==> src/rtl/seg_pkg.sv <==
// Shared constants for the seven-segment scan decoder: segment patterns (bits a..g),
// digit strobe codes, the conversion FSM state type and the default stability window.
package seg_pkg;

    localparam int unsigned StableCyclesDefault = 4;

    localparam logic [6:0] Seg0 = 7'b1111110;
    localparam logic [6:0] Seg1 = 7'b0110000;
    localparam logic [6:0] Seg2 = 7'b1101101;
    localparam logic [6:0] Seg3 = 7'b1111001;
    localparam logic [6:0] Seg4 = 7'b0110011;
    localparam logic [6:0] Seg5 = 7'b1011011;
    localparam logic [6:0] Seg6 = 7'b1011111;
    localparam logic [6:0] Seg7 = 7'b1110000;
    localparam logic [6:0] Seg8 = 7'b1111111;
    localparam logic [6:0] Seg9 = 7'b1111011;

    localparam logic [1:0] ConTens = 2'b10;
    localparam logic [1:0] ConOnes = 2'b01;

    typedef enum logic [1:0] {
        StIdle,
        StShift,
        StDone
    } state_e;

endpackage

==> src/rtl/seg7_to_bcd.sv <==
// Combinational decode of a seven-segment pattern (a..g, dp excluded) to a BCD digit;
// valid is low for any pattern that is not one of the ten digits.
module seg7_to_bcd
    import seg_pkg::*;
(
    input  logic [6:0] seg,
    output logic [3:0] digit,
    output logic       valid
);

    always_comb begin
        digit = 4'd0;
        valid = 1'b1;
        case (seg)
            Seg0:    digit = 4'd0;
            Seg1:    digit = 4'd1;
            Seg2:    digit = 4'd2;
            Seg3:    digit = 4'd3;
            Seg4:    digit = 4'd4;
            Seg5:    digit = 4'd5;
            Seg6:    digit = 4'd6;
            Seg7:    digit = 4'd7;
            Seg8:    digit = 4'd8;
            Seg9:    digit = 4'd9;
            default: valid = 1'b0;
        endcase
    end

endmodule

==> src/rtl/seg_scan_decoder.sv <==
// Debounces a multiplexed two-digit seven-segment scan, keeps the last good tens/ones
// digits and converts them to binary with a 7-step shift-and-subtract-3 engine.
module seg_scan_decoder
    import seg_pkg::*;
#(
    parameter int unsigned STABLE_CYCLES = StableCyclesDefault
) (
    input  logic       clk,
    input  logic       res,
    input  logic [7:0] digit_seg,
    input  logic [1:0] digit_con,
    output logic [3:0] ten_bcd,
    output logic [3:0] one_bcd,
    output logic [6:0] value,
    output logic       value_valid,
    output logic       dec_err
);

    localparam int unsigned   CntW   = $clog2(STABLE_CYCLES + 1);
    localparam logic [CntW-1:0] CntMax = CntW'(STABLE_CYCLES);

    logic [7:0]      seg_q;
    logic [1:0]      con_q;
    logic [9:0]      prev_q;
    logic [CntW-1:0] stab_q, stab_d;
    logic            same, accept, digit_strobe;
    logic [3:0]      dec_digit;
    logic            dec_valid;

    logic [3:0]      ten_slot_q, ten_slot_d, one_slot_q, one_slot_d;
    logic            tens_ok_q, tens_ok_d, ones_ok_q, ones_ok_d;
    logic            pending_q, pending_d;

    state_e          state_q, state_d;
    logic            load, shift_en, last_shift;
    logic [14:0]     sr_q, sr_shift;
    logic [2:0]      shcnt_q;
    logic [3:0]      snap_ten_q, snap_one_q;
    logic [3:0]      ten_q, one_q;
    logic [6:0]      value_q;

    // Input sampling and stability tracking
    always_ff @(posedge clk or negedge res) begin
        if (!res) begin
            seg_q  <= '0;
            con_q  <= '0;
            prev_q <= '0;
            stab_q <= '0;
        end else begin
            seg_q  <= digit_seg;
            con_q  <= digit_con;
            prev_q <= {con_q, seg_q};
            stab_q <= stab_d;
        end
    end

    always_comb begin
        same   = ({con_q, seg_q} == prev_q);
        stab_d = '0;
        if (same) begin
            stab_d = (stab_q == CntMax) ? stab_q : stab_q + 1'b1;
        end
        // Fires only on the step into saturation, so a held sample is taken once.
        accept       = same && (stab_q == CntMax - 1'b1);
        digit_strobe = accept && ((con_q == ConTens) || (con_q == ConOnes));
        dec_err      = digit_strobe && !dec_valid;
    end

    seg7_to_bcd u_seg7_to_bcd (
        .seg   (seg_q[7:1]),
        .digit (dec_digit),
        .valid (dec_valid)
    );

    always_comb begin
        ten_slot_d = ten_slot_q;
        one_slot_d = one_slot_q;
        tens_ok_d  = tens_ok_q;
        ones_ok_d  = ones_ok_q;
        pending_d  = pending_q;
        if (load) begin
            pending_d = 1'b0;
        end
        if (digit_strobe) begin
            if (dec_valid) begin
                if (con_q == ConTens) begin
                    ten_slot_d = dec_digit;
                    tens_ok_d  = 1'b1;
                end else begin
                    one_slot_d = dec_digit;
                    ones_ok_d  = 1'b1;
                end
                // A fresh write wins over the clear from a same-cycle load.
                if (tens_ok_d && ones_ok_d) begin
                    pending_d = 1'b1;
                end
            end else if (con_q == ConTens) begin
                tens_ok_d = 1'b0;
            end else begin
                ones_ok_d = 1'b0;
            end
        end
    end

    always_ff @(posedge clk or negedge res) begin
        if (!res) begin
            ten_slot_q <= '0;
            one_slot_q <= '0;
            tens_ok_q  <= 1'b0;
            ones_ok_q  <= 1'b0;
            pending_q  <= 1'b0;
        end else begin
            ten_slot_q <= ten_slot_d;
            one_slot_q <= one_slot_d;
            tens_ok_q  <= tens_ok_d;
            ones_ok_q  <= ones_ok_d;
            pending_q  <= pending_d;
        end
    end

    // Conversion FSM
    always_ff @(posedge clk or negedge res) begin
        if (!res) begin
            state_q <= StIdle;
        end else begin
            state_q <= state_d;
        end
    end

    always_comb begin
        state_d = state_q;
        unique case (state_q)
            StIdle:  if (pending_q) state_d = StShift;
            StShift: if (shcnt_q == 3'd6) state_d = StDone;
            StDone:  state_d = StIdle;
            default: state_d = StIdle;
        endcase
    end

    always_comb begin
        load        = (state_q == StIdle) && pending_q;
        shift_en    = (state_q == StShift);
        last_shift  = shift_en && (shcnt_q == 3'd6);
        value_valid = (state_q == StDone);
    end

    always_comb begin
        sr_shift = {1'b0, sr_q[14:1]};
        if (sr_shift[14:11] >= 4'd8) sr_shift[14:11] = sr_shift[14:11] - 4'd3;
        if (sr_shift[10:7] >= 4'd8)  sr_shift[10:7]  = sr_shift[10:7] - 4'd3;
    end

    always_ff @(posedge clk or negedge res) begin
        if (!res) begin
            sr_q       <= '0;
            shcnt_q    <= '0;
            snap_ten_q <= '0;
            snap_one_q <= '0;
            ten_q      <= '0;
            one_q      <= '0;
            value_q    <= '0;
        end else begin
            if (load) begin
                sr_q       <= {ten_slot_q, one_slot_q, 7'b0};
                shcnt_q    <= '0;
                snap_ten_q <= ten_slot_q;
                snap_one_q <= one_slot_q;
            end else if (shift_en) begin
                sr_q    <= sr_shift;
                shcnt_q <= shcnt_q + 3'd1;
            end
            // Results land with the final shift so they are visible in the DONE cycle.
            if (last_shift) begin
                value_q <= sr_shift[6:0];
                ten_q   <= snap_ten_q;
                one_q   <= snap_one_q;
            end
        end
    end

    assign value   = value_q;
    assign ten_bcd = ten_q;
    assign one_bcd = one_q;

endmodule

==> config.mk <==
export PLATFORM = sky130hd
export DESIGN_NAME = seg_scan_decoder
export DESIGN_NICKNAME = d
export VERILOG_FILES = /design/src/rtl/seg_pkg.sv /design/src/rtl/seg7_to_bcd.sv /design/src/rtl/seg_scan_decoder.sv
export SDC_FILE = /design/constraint.sdc
export NUM_CORES = 1
export LEC_CHECK = 0
export ABC_AREA = 1
export CELL_PAD_IN_SITES_DETAIL_PLACEMENT = 1
export CELL_PAD_IN_SITES_GLOBAL_PLACEMENT = 1
export CORE_UTILIZATION = 44
export DETAILED_ROUTE_END_ITERATION = 7
export PLACE_DENSITY = 0.84
export SLEW_MARGIN = 0
export SYNTH_ARGS = -nofsm -noshare
export SYNTH_HDL_FRONTEND = slang
export SYNTH_SLANG_ARGS = --single-unit
export TNS_END_PERCENT = 100
==> constraint.sdc <==
create_clock -name clk -period 2.06 [get_ports clk]
set_input_delay 0.412 -clock clk [delete_from_list [all_inputs] [get_ports clk]]
set_output_delay 0.412 -clock clk [all_outputs]
set_load 0.02 [all_outputs]
Word-level counts from Yosys, hierarchy flattened
Index checks and enable logic that the tools add are counted.
- word-level logic and storage cells: 87
- register bits: 77
- muxes and demuxes: 26
- bitwise gates (word level): 1
- equal/unequal tests: 22
- $lt $le $gt $ge: 1
- reduce and logical (&&, ||, !) cells: 17
- add/sub/neg operators: 3
- operators with widths (kind ; count):
    $eq A7 B7 Y1 const B ; 8
    $pmux W4 S9 ; 1
    $mux W15 ; 2
    $mux W1 ; 15
    $eq A7 B6 Y1 const B ; 2
    $mux W3 ; 4
    $eq A10 B10 Y1 ; 1
    $reduce_or A10 Y1 ; 1
    $add A3 B1 Y3 const B ; 2
    $eq A3 B3 Y1 const B ; 2
    $logic_and A1 B1 Y1 ; 6
    $ne A2 B2 Y1 const B ; 3
    $reduce_and A2 Y1 ; 3
    $reduce_and A3 Y1 ; 2
    $eq A2 B1 Y1 const B ; 2
    $eq A2 B2 Y1 const B ; 2
    $ge A4 B4 Y1 const B ; 1
    $mux W2 ; 2
    $mux W4 ; 1
    $pmux W2 S2 ; 1
    $reduce_bool A2 Y1 ; 2
    $sub A4 B2 Y4 const B ; 1
    $eq A3 B2 Y1 const B ; 1
    $logic_not A2 Y1 ; 1
    other kinds (4) ; 4

Depth between registers and ports, before layout
- depth after elaboration: 9
- gate-level depth with buffers: 10

By module
A second synthesis with hierarchy kept.
- cells, all modules: 368
- area total of the unflattened synthesis: 3285.7 um2
- modules (own cells, without submodules) (module ; times used ; area each (um2) ; cells each):
    seg_scan_decoder ; 1 ; 3070.4 ; 317
    seg7_to_bcd ; 1 ; 215.2 ; 51

Worst setup path after synthesis
OpenSTA, ideal clock, no wires.
- path kind: reg-to-output
- from: reg seg_q[2]
- to: out dec_err
- slack: 0.310 ns
- required time: 1.648 ns
- cell stages (with the launch flop): 8
- buffers on the path: 0
- arrival: 1.338 ns
- cells stage by stage: dfrtp_1 nand2_1 inv_1 nand3_1 nand2_1 nor2_4 nand3_2 nor2_1
- word-level cells in the longest chain between the ends: 5
- elaborated cells between the ends (all ways): 17
- those cells by class: 11 x eq/ne; 1 x mux; 5 x reduce/logical
- RTL lines (what ; RTL line ; RTL):
    start, declared ; seg_scan_decoder.sv:22 ; logic [7:0] seg_q;
    start signal, assigned ; seg_scan_decoder.sv:50 ; seg_q <= digit_seg;
    $eq A7 B7 Y1 / $eq A7 B6 Y1 (equally long branches) ; seg7_to_bcd.sv:14 ; case (seg)
    $reduce_or A10 Y1 (no line) ; n/a ;
    $mux W1 ; seg7_to_bcd.sv:14 ;
    $logic_not A1 Y1 ; seg_scan_decoder.sv:66 ; dec_err = digit_strobe && !dec_valid;
    $logic_and A1 B1 Y1 * ; seg_scan_decoder.sv:66 ;
    end, declared ; seg_scan_decoder.sv:16 ; output logic dec_err
Every way passes the cells marked *; elsewhere a longest branch is shown, timed or not.

Worst setup path in the final report
- from: reg con_q[0]
- to: out dec_err
- word-level cells in the longest chain between the ends: 4
- elaborated cells between the ends (all ways): 7
- those cells by class: 3 x eq/ne; 4 x reduce/logical
- RTL lines (what ; RTL line ; RTL):
    start, declared ; seg_scan_decoder.sv:23 ; logic [1:0] con_q;
    start signal, assigned ; seg_scan_decoder.sv:51 ; con_q <= digit_con;
    $eq A10 B10 Y1 (tied with other cells) ; seg_scan_decoder.sv:58 ; same = ({con_q, seg_q} == prev_q);
    $logic_and A1 B1 Y1 / $logic_or A1 B1 Y1 (equally long branches) ; seg_scan_decoder.sv:64, seg_scan_decoder.sv:65 ;
    $logic_and A1 B1 Y1 * ; seg_scan_decoder.sv:65 ; digit_strobe = accept && ((con_q == ConTens) || (con_q == ConOnes));
    $logic_and A1 B1 Y1 * ; seg_scan_decoder.sv:66 ;
Marks and branches as above.

==> impl_metrics.ini <==
[cells_and_area]
layout.nets = 444
layout-drive-gt1-share_pct = 20.3
stdcell_count = 525
relative_area_change_from_synthesis_to_final_layout_pct = 27.2
antennaDiodeCount = 0
layout.cells.most_common_list = sky130_fd_sc_hd__nand2_1, sky130_fd_sc_hd__dfrtp_1, sky130_fd_sc_hd__inv_1
fin_util_pct = 59.4
layout_commonest_cell = sky130_fd_sc_hd__nand2_1

[clocking]
clock_path_buffers = 2
cts.sinks = 76
cts_tree = built
cts_root_buf = sky130_fd_sc_hd__clkbuf_8
clk-insertion-delay-late_ps = 360
cts-hold-fix-buffers = 0
clk_pin_slew_ps = 80
htree_num_levels = 3
numCtsBuffers = 9

[critical_path]
reg2reg_slack_ps = -40
timing.critical_path.arrival_ps = 1710
max_stage_delay_ps = 380
most_prevalent_standard_cell_on_the_critical_path = sky130_fd_sc_hd__nand2_1
worst-path-max-fanout = 3
type_of_element_capturing_the_critical_path = output pin
worst_setup_path_start_kind = flip-flop
worstPathRequired_ps = 1650
critPathBufInv = 2
timing.critical_path.slowest_stage_cell = sky130_fd_sc_hd__dfrtp_1
worstReg2RegStart = con_q[0]$_DFF_PN0_
cpLargestDelayFamily = simple AND/OR/NAND/NOR gates
regToRegEndpoint = stab_q[1]$_DFFE_PN0P_
timing.reg2reg.worst_path_depth = 16
worstSetupPathType = flip-flop to output pin
crit_path_cell_trace = inv_1 -> nand2_1 -> nand2_1 -> nor2_2 -> nand2_1 -> nor2_2 -> nand3_2 -> nor2_1 -> buf_4

[sta]
layout_worst_path_cycle_share_pct = 103
max-slew-margin-rel_pct = 49.0
worst_slack_setup_final_ps = -59.1
finalCriticalPeriod_ps = 2120
maxSlewViolCount = 0
setup_violations = 4
max_freq_ghz = 0.472
worstMarginPinSlew_ps = 765
holdWs_ps = 12.4
finalHoldViolCount = 0
unrepaired_setup_endpoints_after_global_routing = yes
fin_worst_skew_ps = 8.17

[floorplanning]
pin_count = 29
core_area_um2 = 6940
initial_core_util_pct = 46.6
rows = 30
die_width_um = 87.8
die_area_um2 = 7710
die-height_um = 87.8

[outcome]
run_status = finished, violations left
violated_checks = negative setup slack

[synthesis]
yosys_register_bits = 76
synthArstFlopShare_pct = 100
netlist.area_leader.share_pct = 58.7
synth_cells = 358
synth-main-ff-cell = sky130_fd_sc_hd__dfrtp_1
yosysUniqueCellTypes = 25
ys_top_cells_by_area = sky130_fd_sc_hd__dfrtp_1, sky130_fd_sc_hd__nand2_1, sky130_fd_sc_hd__inv_1, sky130_fd_sc_hd__o21ai_0, sky130_fd_sc_hd__ha_1
synth_nets = 378
synth-edff-count = 0
syn-mean-instance-area_um2 = 9.05
synth_seq_area_share_pct = 58.7
synthesis.area_um2 = 3240
yosys_warnings = 0
netlist.top_cell.by_area = sky130_fd_sc_hd__dfrtp_1

[global_routing]
maximum_number_of_pins_on_one_net_before_global_route_repair = 43
initial_antenna_violation_count = 0
globalRouteTotalUtil_pct = 22.1
grt_first_pass_wirelength_um = 12800
total_grt_overflow = 0
first_global_vias = 2815

[power]
fin_total_pwr_mw = 3.00
cellLeakagePower_nw = 2.07
vdd_drop_max_uv = 410
cellPowerDensity_nw_per_um2 = 728

[flow_run]
max-cap-violations = 0

[drt]
detail-route-antenna-nets = 0
detailedRoute.firstPassIterationCount = 4
drc_errors = 0
initialDrtViolationCount = 61
drt_wl_total_um = 7770
avgRoutedWirePerCell_um = 14.8
drt-vias-per-instance = 4.98
overall_via_count_from_detail_route = 2617

[placement]
portBuffers = 28
placed_cells = 494
place_hpwl_um = 5130
globalplace.congestion = 0.787

[worst_hold_path]
worst_min_delay_path_category = input port to asynchronous set/reset pin
[worst max-delay path by stage]
stage	from	slack [ps]	cells past startpoint	end
CTS	seg_q[3]$_DFF_PN0_	-30	9	dec_err
global placement	seg_q[2]$_DFF_PN0_	-100	9	dec_err
floorplan	seg_q[2]$_DFF_PN0_	310	7	dec_err
finish	con_q[0]$_DFF_PN0_	-60	9	dec_err
detailed placement	seg_q[2]$_DFF_PN0_	-190	9	dec_err
global route	con_q[1]$_DFF_PN0_	-130	9	dec_err
[cell usage after synthesis (all sizes together) (2+ instances only)]
| cell type | count |
|---|---|
| nand2 | 96 |
| dfrtp | 76 |
| inv | 60 |
| o21ai | 34 |
| nor2 | 30 |
| nand3 | 22 |
| ha | 8 |
| clkbuf | 6 |
| o22ai | 6 |
| nor3 | 5 |
| o221ai | 5 |
| a21oi | 3 |
| nand4 | 2 |
| o211ai | 2 |
[registers in the layout, indices dropped and copies added, names as in the netlist]
register / flops
snap_ten_q: 4
stab_q: 3
shcnt_q: 3
pending_q: 1
value: 7
sr_q: 14
con_q: 2
seg_q: 8
tens_ok_q: 1
ten_slot_q: 4
state_q: 2
prev_q: 10
ones_ok_q: 1
one_slot_q: 4
one_bcd: 4
ten_bcd: 4
snap_one_q: 4
[layout make-up]
type | instances | area, um2
inverter | 60 | 225
clock buffer | 11 | 141
multi-input combinational | 216 | 1120
timing repair buffer | 61 | 523
tap | 96 | 120
fill | 805 | 2820
sequential | 76 | 1910
clock inverter | 5 | 82.6
[per-layer routing]
metal	GRT usage, %	vias to the layer above	wire length (um)
met5	0	-	0
met4	11.0	0	158
met3	3.58	12	176
met2	40.2	40	4180
met1	25.1	1310	3260
li1	-	1255	-
[repair_timing]
action / in CTS / in global routing
buffers inserted: 12 / 5
pin swaps: 5 / 10
setup endpoints to repair: 1 / 13
gates cloned: 0 / 0
endpoints found under the hold margin: 0 / 0
resized for setup: 13 / 7
[power breakdown]
part           switching, mW  leakage [nW]  total (mW)  internal [mW]
clock network          0.584         0.114        1.31          0.723
registers             0.0217          1.01        1.53           1.51
logic                 0.0947         0.949       0.162         0.0673
[kinds of logic (layout without fill, tap and decap cells)]
| group | after synthesis | after routing | synth area share (%) |
|---|---|---|---|
| adders and majority gates | 8 | 8 | 3.09 |
| and+or+nand+nor | 155 | 155 | 21.1 |
| buffers and inverters | 66 | 137 | 7.65 |
| AOI/OAI and AO/OA | 51 | 51 | 8.88 |
| xor gates and xnor gates | 2 | 2 | 0.541 |
| DFF | 76 | 76 | 58.7 |
[per-stage QoR]
| stage | setup slack, ps | setup TNS, ps | cell area, um2 |
|---|---|---|---|
| final | -59.1 | -181 | 4120 |
| after CTS | -31.3 | -31.3 | 4080 |
| after global placement | -104 | -104 | 3750 |
| after floorplan | 310 | 0 | 3240 |
| after detailed placement | -191 | -191 | 3750 |
| after global routing | -132 | -431 | 4120 |
No activity file was read; power rests on OpenSTA's default activity.
